[src/rtl/lr_deserializer.sv]
// Serial-to-parallel word collector with a single-entry valid/ready holding register.
// Define LR_DESER_PARITY_EN to expect a trailing even-parity bit after each word.
module lr_deserializer #(
  parameter int WIDTH = 8
) (
  input  logic             clk,
  input  logic             rst,
  input  logic             bit_in,
  input  logic             bit_valid,
  input  logic             msb_first,
  output logic [WIDTH-1:0] out_data,
  output logic             out_valid,
  input  logic             out_ready,
  output logic             overflow,
  output logic             busy,
  output logic             parity_err
);

  localparam int CW = (WIDTH > 2) ? $clog2(WIDTH) : 1;

  typedef enum logic [1:0] {IDLE, COLLECT, PARITY} state_t;

  state_t           state;
  logic [CW-1:0]    count;
  logic [WIDTH-1:0] sr, shifted, word;
  logic             order, order_q, last_data, complete, drain_ok;

  always_comb begin
    // bit order comes from the pin only on a word's first bit
    order     = (state == IDLE) ? msb_first : order_q;
    shifted   = order ? {sr[WIDTH-2:0], bit_in} : {bit_in, sr[WIDTH-1:1]};
    last_data = (count == CW'(WIDTH-1));
`ifdef LR_DESER_PARITY_EN
    complete  = bit_valid && (state == PARITY);
    word      = sr;
`else
    complete  = bit_valid && (state == COLLECT) && last_data;
    word      = shifted;
`endif
    drain_ok  = !out_valid || out_ready;
  end

  always_ff @(posedge clk) begin
    if (rst) begin
      state      <= IDLE;
      count      <= '0;
      sr         <= '0;
      order_q    <= 1'b0;
      out_data   <= '0;
      out_valid  <= 1'b0;
      overflow   <= 1'b0;
      busy       <= 1'b0;
`ifdef LR_DESER_PARITY_EN
      parity_err <= 1'b0;
`endif
    end else begin
      if (out_valid && out_ready) out_valid <= 1'b0;

      if (bit_valid) begin
        case (state)
          IDLE: begin
            order_q <= msb_first;
            sr      <= shifted;
            count   <= CW'(1);
            state   <= COLLECT;
            busy    <= 1'b1;
          end
          COLLECT: begin
            sr <= shifted;
            if (last_data) begin
              count <= '0;
`ifdef LR_DESER_PARITY_EN
              state <= PARITY;
`else
              state <= IDLE;
              busy  <= 1'b0;
`endif
            end else begin
              count <= count + CW'(1);
            end
          end
`ifdef LR_DESER_PARITY_EN
          PARITY: begin
            state <= IDLE;
            busy  <= 1'b0;
          end
`endif
          default: state <= IDLE;
        endcase
      end

      // a load here overrides the drain-clear above, so a same-edge refill has no bubble
      if (complete) begin
        if (drain_ok) begin
          out_data   <= word;
          out_valid  <= 1'b1;
`ifdef LR_DESER_PARITY_EN
          parity_err <= ^sr ^ bit_in;
`endif
        end else begin
          overflow <= 1'b1;
        end
      end
    end
  end

`ifndef LR_DESER_PARITY_EN
  assign parity_err = 1'b0;
`endif

endmodule

[config.mk]
export PLATFORM = sky130hd
export DESIGN_NAME = lr_deserializer
export DESIGN_NICKNAME = d
export VERILOG_FILES = /design/src/rtl/lr_deserializer.sv
export SDC_FILE = /design/constraint.sdc
export NUM_CORES = 1
export LEC_CHECK = 0
export CAP_MARGIN = 20
export CORE_ASPECT_RATIO = 0.7
export CORE_MARGIN = 4
export CORE_UTILIZATION = 44
export CTS_CLUSTER_DIAMETER = 120
export DETAILED_ROUTE_END_ITERATION = 8
export PLACE_DENSITY_LB_ADDON = 0.15
export SLEW_MARGIN = 20
export SYNTH_ARGS = -nofsm -noshare
export SYNTH_HDL_FRONTEND = slang
export SYNTH_SLANG_ARGS = --single-unit
export TNS_END_PERCENT = 5
[constraint.sdc]
create_clock -name clk -period 1.55 [get_ports clk]
set_input_delay 0.155 -clock clk [delete_from_list [all_inputs] [get_ports clk]]
set_output_delay 0.155 -clock clk [all_outputs]
set_load 0.05 [all_outputs]
* Word level (Yosys, flattened, before mapping)
Index checks and enable logic that the tools add are counted.
Widths: inputs -> output; s select.
** Operators by class
- Add/sub/neg operators :: 1
- Multipliers :: 0
- Divide/modulo/power cells :: 0
- $lt $le $gt $ge :: 0
- Equal/unequal tests :: 3
- Shifts and indexed selects :: 0
- Muxes and demuxes :: 11
- Bitwise gates (word level) :: 1
- Reduce and logical (&&, ||, !) cells :: 14
** Operators with widths (count)
- $reduce_and 2->1 :: 5
- $mux 8 :: 1
- $pmux 3 s2 :: 1
- $mux 1 :: 5
- $pmux 2 s2 :: 1
- $add 3x1->3 const B :: 1
- $eq 3x3->1 const B :: 1
- $logic_and 1x1->1 :: 3
- $mux 3 :: 1
- $reduce_and 3->1 :: 1
- $eq 2x1->1 const B :: 1
- $logic_not 2->1 :: 1
- $mux 2 :: 1
- $ne 2x2->1 const B :: 1
- $pmux 1 s2 :: 1
- $reduce_bool 2->1 :: 1
- $reduce_or 2->1 :: 1
- $logic_not 1->1 :: 1
- $logic_or 1x1->1 :: 1
- $not 1->1 :: 1
** Word-level totals
- Flip-flop bits (word level) :: 25
- Latch bits :: 0
- RAM bits :: 0
- Bits in read-only memories :: 0
- Word-level logic and storage cells :: 38
- Memories kept :: 0

* Longest topological paths before layout
- Word-level depth :: 4
- Mapped depth :: 6
- Gate-level depth less buffers :: 5

* Worst setup path after synthesis
OpenSTA, ideal clock, no wires.
- Kind :: register -> register
- Start point :: reg, netlist name busy
- End point :: reg sr[7]
- Library setup time :: 0.138 ns
- Arrival time :: 1.591 ns
- Required time :: 1.412 ns
- Setup slack :: -0.178 ns
- Stages on the path, launching flop included :: 4
- Period minus slack after synthesis :: 1.728 ns
- Cell sequence :: dfxtp_1 -> mux2i_4 -> mux2i_1 -> a211oi_1
** RTL lines
- to (signal assigned) :: line 63 : sr <= shifted;
- to (signal assigned) :: line 69 : sr <= shifted;
- to (decl) :: line 25 : logic [WIDTH-1:0] sr, shifted, word;

* Final worst setup path
- Start point :: reg count[0]
- End point :: reg out_data[7]
** On the way
- Word-level cells in the longest chain between the ends :: 3
** Ends and longest elaborated chain
- from (decl) :: line 24 : logic [CW-1:0] count;
- from (signal assigned) :: line 79 : count <= count + CW'(1);
- $eq 3x3->1 :: line 32 : last_data = (count == CW'(WIDTH-1));
- $logic_and 1x1->1 :: line 37 : complete = bit_valid && (state == COLLECT) && last_data;
- $reduce_and 2->1 (no line)
- to (signal assigned) :: line 95 : out_data <= word;
- to (decl) :: line 11 : output logic [WIDTH-1:0] out_data,
No other way between the ends.
A chain may end at the register's enable or synchronous reset.

==> results by group <==
Outcome
  – Status: completed

Global route
  – Largest net degree at the start of global routing: 25
  – Global-route wire length before repair: between 3 and 4 mm
  – Initial antenna violation count: 0
  – Total Routing Usage GR: 0.147
  – Vias in the first global route: around 740
  – GRT overflow: 0

Floorplan
  – IO Pins: 18
  – Rows: 13
  – Die ar.: roughly 2900 um^2
  – DIE WIDTH: ~63 um
  – Initial Util: 0.484
  – Die H: approximately 47 um
  – Placeable Area: 1940 um^2

Finish
  – Most frequent cells in the layout: 21 x dfxtp_1, 16 x a211oi_1, 15 x buf_4
  – Area grow syn2layout: 22.2%
  – Antenna diodes: 0
  – Utilization after layout: 0.591
  – Most common cell after layout, fill and taps aside: dfxtp_1
  – Share of post-route cells with drive strength above 1: 0.230
  – # fillers: between 150 and 200
  – Cell Count, Final, Fillers Out: between 100 and 150
  – Net count, final: between 100 and 150

Pwr
  – Pwr dens: about 900 nW/um^2
  – P_leak: around 0.00046 uW
  – Peak supply drop: 0.596 mV

Routing
  – Routed vias: 750
  – Final wirelength: 1.95 mm
  – Antenna-violating nets left: 0
  – DRT iter0 DRCs: a little over 40
  – WL per Instance: 14.4 um
  – Vias per cell: between 5 and 6
  – # DRC: 0
  – Initial DRT Pass Iterations: 2

Run
  – Max cap viols: 0

STA
  – Fin. Hold Viols: 0
  – Period utilization: 0.967
  – Min Hold Slack: between 0.4 and 0.5 ns
  – Slew Limit Fails: 0
  – Fmax: 667 MHz
  – Period minus WS final: approximately 1.5 ns
  – Setup Skew: ~0.0019 ns
  – RSZ-0062 raised after global routing: yes
  – Final setup vio count: 0

Clock network
  – Clk_lat worst skew: roughly 0.30 ns
  – Postcts setup bufs: 0
  – CTS tree: built
  – Root buf cell: clkbuf_4
  – H-tree Lvls: 1
  – CTS hold repair buffers: 0
  – Max clock buf depth: 2
  – Clk sinks: 23
  – Clock transition at the registers of the reported paths: 0.12 ns
  – Number of buffers created by CTS: 3

Placed design
  – Placed cells: 131
  – GP Congestion: approximately 0.74
  – Hpwl dp: 1.40 mm
  – Port bufs: 16

Logic synthesis
  – Syn. warnings: 0
  – Leading area contributor after synthesis: dfxtp_1
  – Synth top area share: 0.492
  – Largest cells by area after synthesis: dfxtp_1 49%, a211oi_1 14%, mux2i_1 8.6%, a21oi_1 5.9%, nor2_1 4.8%
  – Flop and latch count out of synthesis: 23
  – Mapped cell area: ~940 um^2
  – Register area share after synthesis: 0.492
  – Syn Inst Count: between 90 and 100
  – Count of cell types in the netlist: 21
  – Syn Nets: 105
  – Post-Syn Area per Cell: 9.65 um^2

Setup path
  – CP startpoint kind: register
  – Kind of critical path: register to register
  – Crit-path cells: ha_1, ha_1, and3_2, and2_2, a211oi_1
  – CP most frequent cell: ha_1
  – Setup crit end kind: register
  – Max stage delay on crit path: between 0.3 and 0.4 ns
  – Worst Path Arrival: about 1.7 ns
  – Worst Path Max Fanout: 8
  – Worst Path Required: between 1.5 and 2 ns
  – Slowest CP cell: dfxtp_2

Worst hold path
  – Hold WC Path Type: primary input to register
[critical path: cells and delay by family, from the launching register on]
family          cells  cell delay (ns)
simple gates        2             0.46
fa+ha+maj           2             0.39
flops               1             0.35
compound gates      1             0.24
[report_power, final]
part / total (uW) / internal [uW] / switching, uW
logic: 130 / 60.4 / 69.2
clock network: 266 / 96.3 / 170
registers: 632 / 613 / 18.9
[state kept, by name, indices dropped and copies added (netlist names)]
name       flops
order_q        1
out_data       8
sr             8
overflow       1
out_valid      1
busy           1
count          3
[path summary, 6_finish.rpt]
check,cells after the start,endpoint,slack (ns),from
setup / recovery,5,out_data[7]$_SDFFE_PP0P_,0.05,count[0]$_SDFFE_PP0P_
hold / removal,4,overflow$_SDFFE_PP0P_,0.48,out_ready
hold reg to reg,2,count[1]$_SDFFE_PP0P_,0.49,count[1]$_SDFFE_PP0P_
setup reg to reg,5,out_data[7]$_SDFFE_PP0P_,0.05,count[0]$_SDFFE_PP0P_
[layout make-up]
type	instances	area (um^2)	area share
clock buffers	3	22.5	0.0197
clock inverters	1	5.00	0.00438
inverters	2	7.51	0.00656
multi-input cells	63	435	0.381
flip-flops and latches	23	463	0.405
well taps	22	27.5	0.0241
repair buffers	21	183	0.160
[Yosys cell counts (all sizes together)]
cell     n
a211oi  17
a21oi   11
a31oi    1
and2     1
and3     1
buf      2
clkbuf   7
conb     1
dfxtp   23
ha       2
inv      2
mux2i    9
nand2b   3
nand3    1
nand4b   1
nor2    12
nor3     1
o211ai   1
o21ai    1
[routing by layer]
metal	part of all wire	track usage	up-vias
met5	0	0	-
met3	0.034	0.0537	2
met1	0.48	0.172	358
met4	0.0067	0.0351	0
met2	0.48	0.262	13
li1	-	-	377
[kinds of logic after synthesis]
logic type	synth area share
AOI/OAI and AO/OA	0.215
adders and majority gates	0.0267
buffers and inverters	0.0495
DFF	0.492
muxes	0.110
other	0.00401
and+or+nand+nor	0.103
[timing repair]
action	in CTS	in global routing
gates resized for setup	0	3
endpoints found under the setup margin	0	7
hold endpoints to repair	0	0
[through the flow]
| step | worst slack [ns] | area (um^2) | setup TNS (ns) | power, uW |
|---|---|---|---|---|
| after global placement | 0.0843 | 1110 | 0 | 770 |
| after floorplan | 0.0111 | 937 | 0 | 727 |
| after global routing | -0.0299 | 1140 | -0.0701 | 1090 |
| after detailed placement | 0.0549 | 1110 | 0 | 774 |
| final | 0.0510 | 1140 | 0 | 1030 |
| after CTS | 0.0207 | 1140 | 0 | 1050 |
No activity file was read; power rests on OpenSTA's default activity.
